### src/rtl/alu_issue.sv
// alu_issue: in-order request FIFO that issues {op, a, b} to an external combinational
// ALU and captures its result in a single registered response slot.
// Optional feature: define ALU_ISSUE_OVF_STICKY_EN to add ovf_sticky_o / ovf_clr_i.
module alu_issue #(
    parameter int DEPTH = 4,
    localparam int AW = $clog2(DEPTH)
) (
    input  logic          clk_i,
    input  logic          reset_n_i,
    input  logic          req_valid_i,
    output logic          req_ready_o,
    input  logic [3:0]    req_op_i,
    input  logic [7:0]    req_a_i,
    input  logic [7:0]    req_b_i,
    output logic [7:0]    alu_a_o,
    output logic [7:0]    alu_b_o,
    output logic [3:0]    alu_ctrl_o,
    input  logic [7:0]    alu_y_i,
    input  logic          alu_ovf_i,
    input  logic          alu_zero_i,
    output logic          rsp_valid_o,
    input  logic          rsp_ready_i,
    output logic [7:0]    rsp_y_o,
    output logic          rsp_ovf_o,
    output logic          rsp_zero_o,
    output logic          rsp_illegal_o,
`ifdef ALU_ISSUE_OVF_STICKY_EN
    output logic          ovf_sticky_o,
    input  logic          ovf_clr_i,
`endif
    output logic [AW:0]   count_o
);

    typedef enum logic [1:0] {IDLE, EXEC, STALL} state_t;

    localparam logic [AW:0] FULL = (AW + 1)'(DEPTH);

    logic [19:0]   mem_q [DEPTH];
    logic [AW-1:0] wr_ptr_q, wr_ptr_d, rd_ptr_q, rd_ptr_d;
    logic [AW:0]   count_q, count_d;
    state_t        state_q, state_d;
    logic          rsp_valid_q, rsp_valid_d;
    logic [7:0]    rsp_y_q, rsp_y_d;
    logic          rsp_ovf_q, rsp_ovf_d;
    logic          rsp_zero_q, rsp_zero_d;
    logic          rsp_ill_q, rsp_ill_d;
    logic [3:0]    head_op;
    logic [7:0]    head_a, head_b;
    logic          push, issue, illegal;

    assign {head_op, head_a, head_b} = mem_q[rd_ptr_q];
    assign req_ready_o   = count_q < FULL;
    assign push          = req_valid_i && req_ready_o;
    assign count_o       = count_q;
    assign rsp_valid_o   = rsp_valid_q;
    assign rsp_y_o       = rsp_y_q;
    assign rsp_ovf_o     = rsp_ovf_q;
    assign rsp_zero_o    = rsp_zero_q;
    assign rsp_illegal_o = rsp_ill_q;

    // Issue decision and next state: STALL with rsp_ready_i drains and re-issues on one edge
    always_comb begin
        issue       = (state_q == EXEC) || ((state_q == STALL) && rsp_ready_i);
        illegal     = head_op > 4'd9;
        alu_a_o     = (issue && !illegal) ? head_a : '0;
        alu_b_o     = (issue && !illegal) ? head_b : '0;
        alu_ctrl_o  = (issue && !illegal) ? head_op : '0;
        wr_ptr_d    = push ? wr_ptr_q + AW'(1) : wr_ptr_q;
        rd_ptr_d    = issue ? rd_ptr_q + AW'(1) : rd_ptr_q;
        count_d     = (push && !issue) ? count_q + (AW + 1)'(1) :
                      (!push && issue) ? count_q - (AW + 1)'(1) : count_q;
        rsp_valid_d = issue || (rsp_valid_q && !rsp_ready_i);
        rsp_y_d     = issue ? (illegal ? 8'h00 : alu_y_i) : rsp_y_q;
        rsp_ovf_d   = issue ? (!illegal && alu_ovf_i) : rsp_ovf_q;
        rsp_zero_d  = issue ? (illegal || alu_zero_i) : rsp_zero_q;
        rsp_ill_d   = issue ? illegal : rsp_ill_q;
        state_d     = (count_d == '0) ? IDLE : (rsp_valid_d ? STALL : EXEC);
    end

    // Pointers, occupancy, FSM and response slot; reset drops everything pending
    always_ff @(posedge clk_i) begin
        if (!reset_n_i) begin
            wr_ptr_q    <= '0;
            rd_ptr_q    <= '0;
            count_q     <= '0;
            state_q     <= IDLE;
            rsp_valid_q <= 1'b0;
            rsp_y_q     <= '0;
            rsp_ovf_q   <= 1'b0;
            rsp_zero_q  <= 1'b0;
            rsp_ill_q   <= 1'b0;
        end else begin
            wr_ptr_q    <= wr_ptr_d;
            rd_ptr_q    <= rd_ptr_d;
            count_q     <= count_d;
            state_q     <= state_d;
            rsp_valid_q <= rsp_valid_d;
            rsp_y_q     <= rsp_y_d;
            rsp_ovf_q   <= rsp_ovf_d;
            rsp_zero_q  <= rsp_zero_d;
            rsp_ill_q   <= rsp_ill_d;
        end
    end

    // FIFO storage; left unreset because occupancy gates every read
    always_ff @(posedge clk_i) begin
        if (push) mem_q[wr_ptr_q] <= {req_op_i, req_a_i, req_b_i};
    end

`ifdef ALU_ISSUE_OVF_STICKY_EN
    logic ovf_sticky_q;

    // Sticky overflow: any capture with carry/borrow sets it, ovf_clr_i clears it, set wins
    always_ff @(posedge clk_i) begin
        if (!reset_n_i) ovf_sticky_q <= 1'b0;
        else ovf_sticky_q <= (issue && alu_ovf_i) || (ovf_sticky_q && !ovf_clr_i);
    end

    assign ovf_sticky_o = ovf_sticky_q;
`endif

endmodule
### config.mk
export PLATFORM = sky130hd
export DESIGN_NAME = alu_issue
export DESIGN_NICKNAME = d
export VERILOG_FILES = /design/src/rtl/alu_issue.sv
export SDC_FILE = /design/constraint.sdc
export NUM_CORES = 1
export LEC_CHECK = 0
export ABC_AREA = 1
export ABC_CLOCK_PERIOD_IN_PS = 3640
export CORE_ASPECT_RATIO = 1.4
export CORE_MARGIN = 2
export CORE_UTILIZATION = 57
export DETAILED_ROUTE_END_ITERATION = 7
export GPL_ROUTABILITY_DRIVEN = 0
export GPL_TIMING_DRIVEN = 1
export MAX_ROUTING_LAYER = met4
export PLACE_DENSITY_LB_ADDON = 0.25
export SETUP_SLACK_MARGIN = 0.2
export SLEW_MARGIN = 10
export SYNTH_ARGS = -nofsm -noshare
export SYNTH_HDL_FRONTEND = slang
export SYNTH_SLANG_ARGS = --single-unit
### constraint.sdc
create_clock -name clk_i -period 3.64 [get_ports clk_i]
set_input_delay 1.092 -clock clk_i [delete_from_list [all_inputs] [get_ports clk_i]]
set_output_delay 1.092 -clock clk_i [all_outputs]
set_load 0.05 [all_outputs]
==> metrics.txt <==
# TYPE chip_impl_metric gauge
chip_impl_metric{name="clkPwrFrac",unit=""} 0.149
chip_impl_metric{name="timing.final.hold_violations",unit=""} 0
chip_impl_metric{name="num_io_pins",unit=""} 70
chip_impl_metric{name="cts_sinks",unit=""} 103
chip_impl_metric{name="die-height",unit="um"} 106
chip_impl_metric{name="grt_max_degree",unit=""} 33
chip_impl_metric{name="max-cap-violations",unit=""} 0
chip_impl_metric{name="syn_area_cell",unit="um^2"} 11.3
chip_impl_info{name="clockRootBuffer",value="clkbuf_8"} 1
chip_impl_metric{name="clock.fmax",unit="GHz"} 0.301
chip_impl_info{name="cp-end-kind",value="output pin"} 1
chip_impl_metric{name="comb_power_share",unit=""} 0.510
chip_impl_metric{name="power.switching_fraction",unit=""} 0.420
chip_impl_metric{name="rrSetupSlack",unit="ns"} 1.89
chip_impl_info{name="synth_top_flop_cell",value="edfxtp_1"} 1
chip_impl_metric{name="finish.net_count",unit=""} 492
chip_impl_metric{name="htree_num_levels",unit=""} 3
chip_impl_info{name="setup_repair_after_global_routing_missed_its_margin",value="no"} 1
chip_impl_info{name="cts_tree",value="done"} 1
chip_impl_info{name="critPathLaunchType",value="flop"} 1
chip_impl_metric{name="core-area",unit="um^2"} 7270
chip_impl_metric{name="max-clock-path-buffers",unit=""} 2
chip_impl_metric{name="p_int",unit="mW"} 2.56
chip_impl_metric{name="synthesis.area",unit="um^2"} 4240
chip_impl_metric{name="irDropWorstVdd",unit="mV"} 0.564
chip_impl_metric{name="die_area",unit="um^2"} 8150
chip_impl_metric{name="max_slew.worst_pin.slew",unit="ns"} 0.514
chip_impl_metric{name="numPlacedInstances",unit=""} 532
chip_impl_metric{name="setup_tns",unit="ns"} 0
chip_impl_metric{name="start_util",unit=""} 0.583
chip_impl_metric{name="post_synth_num_cell_types",unit=""} 22
chip_impl_metric{name="final_layout_size_suffix_gt1_frac",unit=""} 0.208
chip_impl_info{name="setup.worst_path.class",value="reg2out"} 1
chip_impl_metric{name="antenna_cells",unit=""} 0
chip_impl_metric{name="dpl.hpwl",unit="um"} 5790
chip_impl_metric{name="min_path_cells",unit=""} 2
chip_impl_metric{name="antenna_violations_before_repair",unit=""} 0
chip_impl_info{name="status",value="finished, final reports clean"} 1
chip_impl_metric{name="setup-violations-final",unit=""} 0
chip_impl_metric{name="layout_worst_path_cycle_share",unit=""} 0.913
chip_impl_metric{name="global_route.overflow_total",unit=""} 0
chip_impl_metric{name="post_drt_wl_per_cell",unit="um"} 17.1
chip_impl_metric{name="post_drt_via_cell_ratio",unit=""} 5.47
chip_impl_info{name="hold_path.class",value="reg2reg"} 1
chip_impl_metric{name="arrival",unit="ns"} 2.23
chip_impl_metric{name="finalNonFillerCells",unit=""} 554
chip_impl_metric{name="grt_util_all_layers",unit=""} 0.249
chip_impl_metric{name="postSynthCellCount",unit=""} 374
chip_impl_metric{name="detail_route.iter0.violations",unit=""} 186
chip_impl_metric{name="fin_skew",unit="ns"} 0.00689
chip_impl_metric{name="static-leakage-power",unit="nW"} 2.08
chip_impl_info{name="synth_top_cells_by_count",value="edfxtp_1 (80), nor2_1 (80), o21ai_0 (40)"} 1
chip_impl_metric{name="chipWidth",unit="um"} 76.9
chip_impl_metric{name="synth.net_count",unit=""} 414
chip_impl_metric{name="drt_drc_violations_left",unit=""} 0
chip_impl_metric{name="drt_pre_antenna_iters",unit=""} 4
chip_impl_metric{name="worst-path-max-fanout",unit=""} 32
chip_impl_metric{name="insertion_delay_to_the_later_sink_of_the_worst_skew_pair",unit="ns"} 0.37
chip_impl_metric{name="synthesis.yosys.warnings",unit=""} 0
chip_impl_metric{name="ant_nets",unit=""} 0
chip_impl_metric{name="synth_async_sr_flop_share",unit=""} 0
chip_impl_metric{name="first_global_vias",unit=""} 3060
chip_impl_metric{name="power.sequential.fraction",unit=""} 0.341
chip_impl_metric{name="final_period_minus_worst_setup_slack",unit="ns"} 3.32
chip_impl_metric{name="clock_slew_seen_by_the_registers_of_the_worst_setup_and_hold_paths",unit="ns"} 0.10
chip_impl_metric{name="timing.max_slew.rel_slack",unit=""} 0.656
chip_impl_metric{name="vias",unit=""} 3028
chip_impl_info{name="timing.critical_path.to",value="alu_b_o[6]"} 1
chip_impl_metric{name="rows",unit=""} 37
chip_impl_metric{name="synth_top_area_share",unit=""} 0.567
chip_impl_info{name="area_contributors_post_synth",value="edfxtp_1 (57%), dfxtp_1 (11%), nor2_1 (7.1%)"} 1
chip_impl_info{name="yosys.area.top_type",value="edfxtp_1"} 1
chip_impl_metric{name="grt_pass1_wl",unit="um"} 15000
chip_impl_metric{name="share_of_the_yosys_chip_area_belonging_to_registers",unit=""} 0.676
chip_impl_metric{name="rr_worst_depth",unit=""} 9
chip_impl_metric{name="wirelength",unit="um"} 9450
chip_impl_metric{name="place.port_buffers",unit=""} 69
chip_impl_metric{name="cp_data_required_time",unit="ns"} 2.55
chip_impl_metric{name="synth-edff-count",unit=""} 80
chip_impl_metric{name="flow.area_growth_from_synthesis",unit="%"} 35.8
chip_impl_info{name="r2r_end",value="rsp_y_o[2]"} 1
chip_impl_metric{name="cellPowerDensity",unit="nW/um^2"} 769
chip_impl_metric{name="count_of_final_max_slew_check_failures",unit=""} 0
chip_impl_metric{name="cts_buffer_count",unit=""} 9
chip_impl_metric{name="power.net_switching",unit="mW"} 1.86
chip_impl_metric{name="postSynthRegisterBits",unit=""} 103
-- layout make-up --
cell class                      instances  area [um^2]
Sequential cell                       103         2860
Fill cell                             411         1520
Multi-Input combinational cell        224         1330
Timing Repair Buffer                   85         1140
Clock buffer                            9          124
Tap cell                               97          121
Inverter                               29          111
Clock inverter                          7         56.3
-- power by group through the flow --
stage	logic, mW	clock network [mW]	registers [mW]
after floorplan	1.06	0	1.67
after global placement	1.86	0	1.52
after detailed placement	1.91	0	1.53
after CTS	2.22	0.660	1.50
after global routing	2.39	0.705	1.52
final	2.26	0.658	1.51
-- worst min path at each step --
stage	endpoint	slack, ns	from
5_1_grt	rd_ptr_q[1]	0.49	rd_ptr_q[1]
3_3_place_gp	rd_ptr_q[1]	0.43	rd_ptr_q[1]
4_1_cts	rd_ptr_q[1]	0.47	rd_ptr_q[1]
2_1_floorplan	flop	0.41	rd_ptr_q[1]
3_5_place_dp	flop	0.45	rd_ptr_q[1]
6_report	rsp_y_o[7]	0.47	rsp_y_o[7]
-- cell families (layout without fill, tap and decap cells) --
| group | count (synthesis) | after routing | share of synthesized area |
|---|---|---|---|
| AOI/OAI and AO/OA | 76 | 76 | 0.107 |
| adders and majority gates | 6 | 6 | 0.0177 |
| buffers and inverters | 47 | 130 | 0.0541 |
| DFF | 103 | 103 | 0.676 |
| and+or+nand+nor | 142 | 142 | 0.145 |
-- routing by layer --
metal	share of wire	global-route usage	vias up
li1	-	-	1426
met1	0.35	0.263	1462
met2	0.57	0.462	116
met3	0.054	0.0348	24
met4	0.028	0.104	0
met5	0	-	-
-- timing repair --
action	4_1_cts	5_1_grt
pin swaps	3	1
setup buffers	1	2
gates resized for setup	34	2
hold buffers	0	0
endpoints found under the setup margin	20	20
gates cloned	3	0
-- metrics by stage --
step	utilization	instance area [um^2]	hold WS [ns]	power (mW)	setup WS (ns)
floorplan	-	4240	0.412	2.73	0.226
global placement	0.726	5280	0.431	3.38	0.132
detailed placement	0.726	5280	0.450	3.44	0.0769
CTS	0.788	5730	0.470	4.38	0.200
global route	0.791	5750	0.487	4.61	0.233
finish	0.791	5750	0.472	4.42	0.315
-- worst max-delay path, stage by stage, from the launching register on --
cell and delay (ns):
dfxtp_2 0.48, buf_8 0.26, nand2_1 0.08, nand3_1 0.08
nand2_1 0.14, nand2_1 0.18, nand2_4 0.11, nand2_8 0.15
buf_12 0.16, a21oi_4 0.05, buf_12 0.17
-- cells in the final DEF (no fill, tap or decap), drive strengths merged --
master,n
clkdlybuf4s50,48
nor2,80
o21ai,42
ha,6
a21oi,33
clkbuf,9
inv,30
nand3,21
clkinv,6
nand4,1
dlygate4sd2,1
edfxtp,80
dfxtp,23
o21bai,1
nand2,40
buf,36
-- sequential cells by signal, summed over array words and instances (netlist names), named ones only --
name,flops
state_q,2
rsp_ovf_o,1
rsp_zero_o,1
rsp_y_o,8
wr_ptr_q,2
rsp_illegal_o,1
rsp_valid_o,1
rd_ptr_q,2
mem_q,80
count_o,3
(Power assumes the default switching activity.)
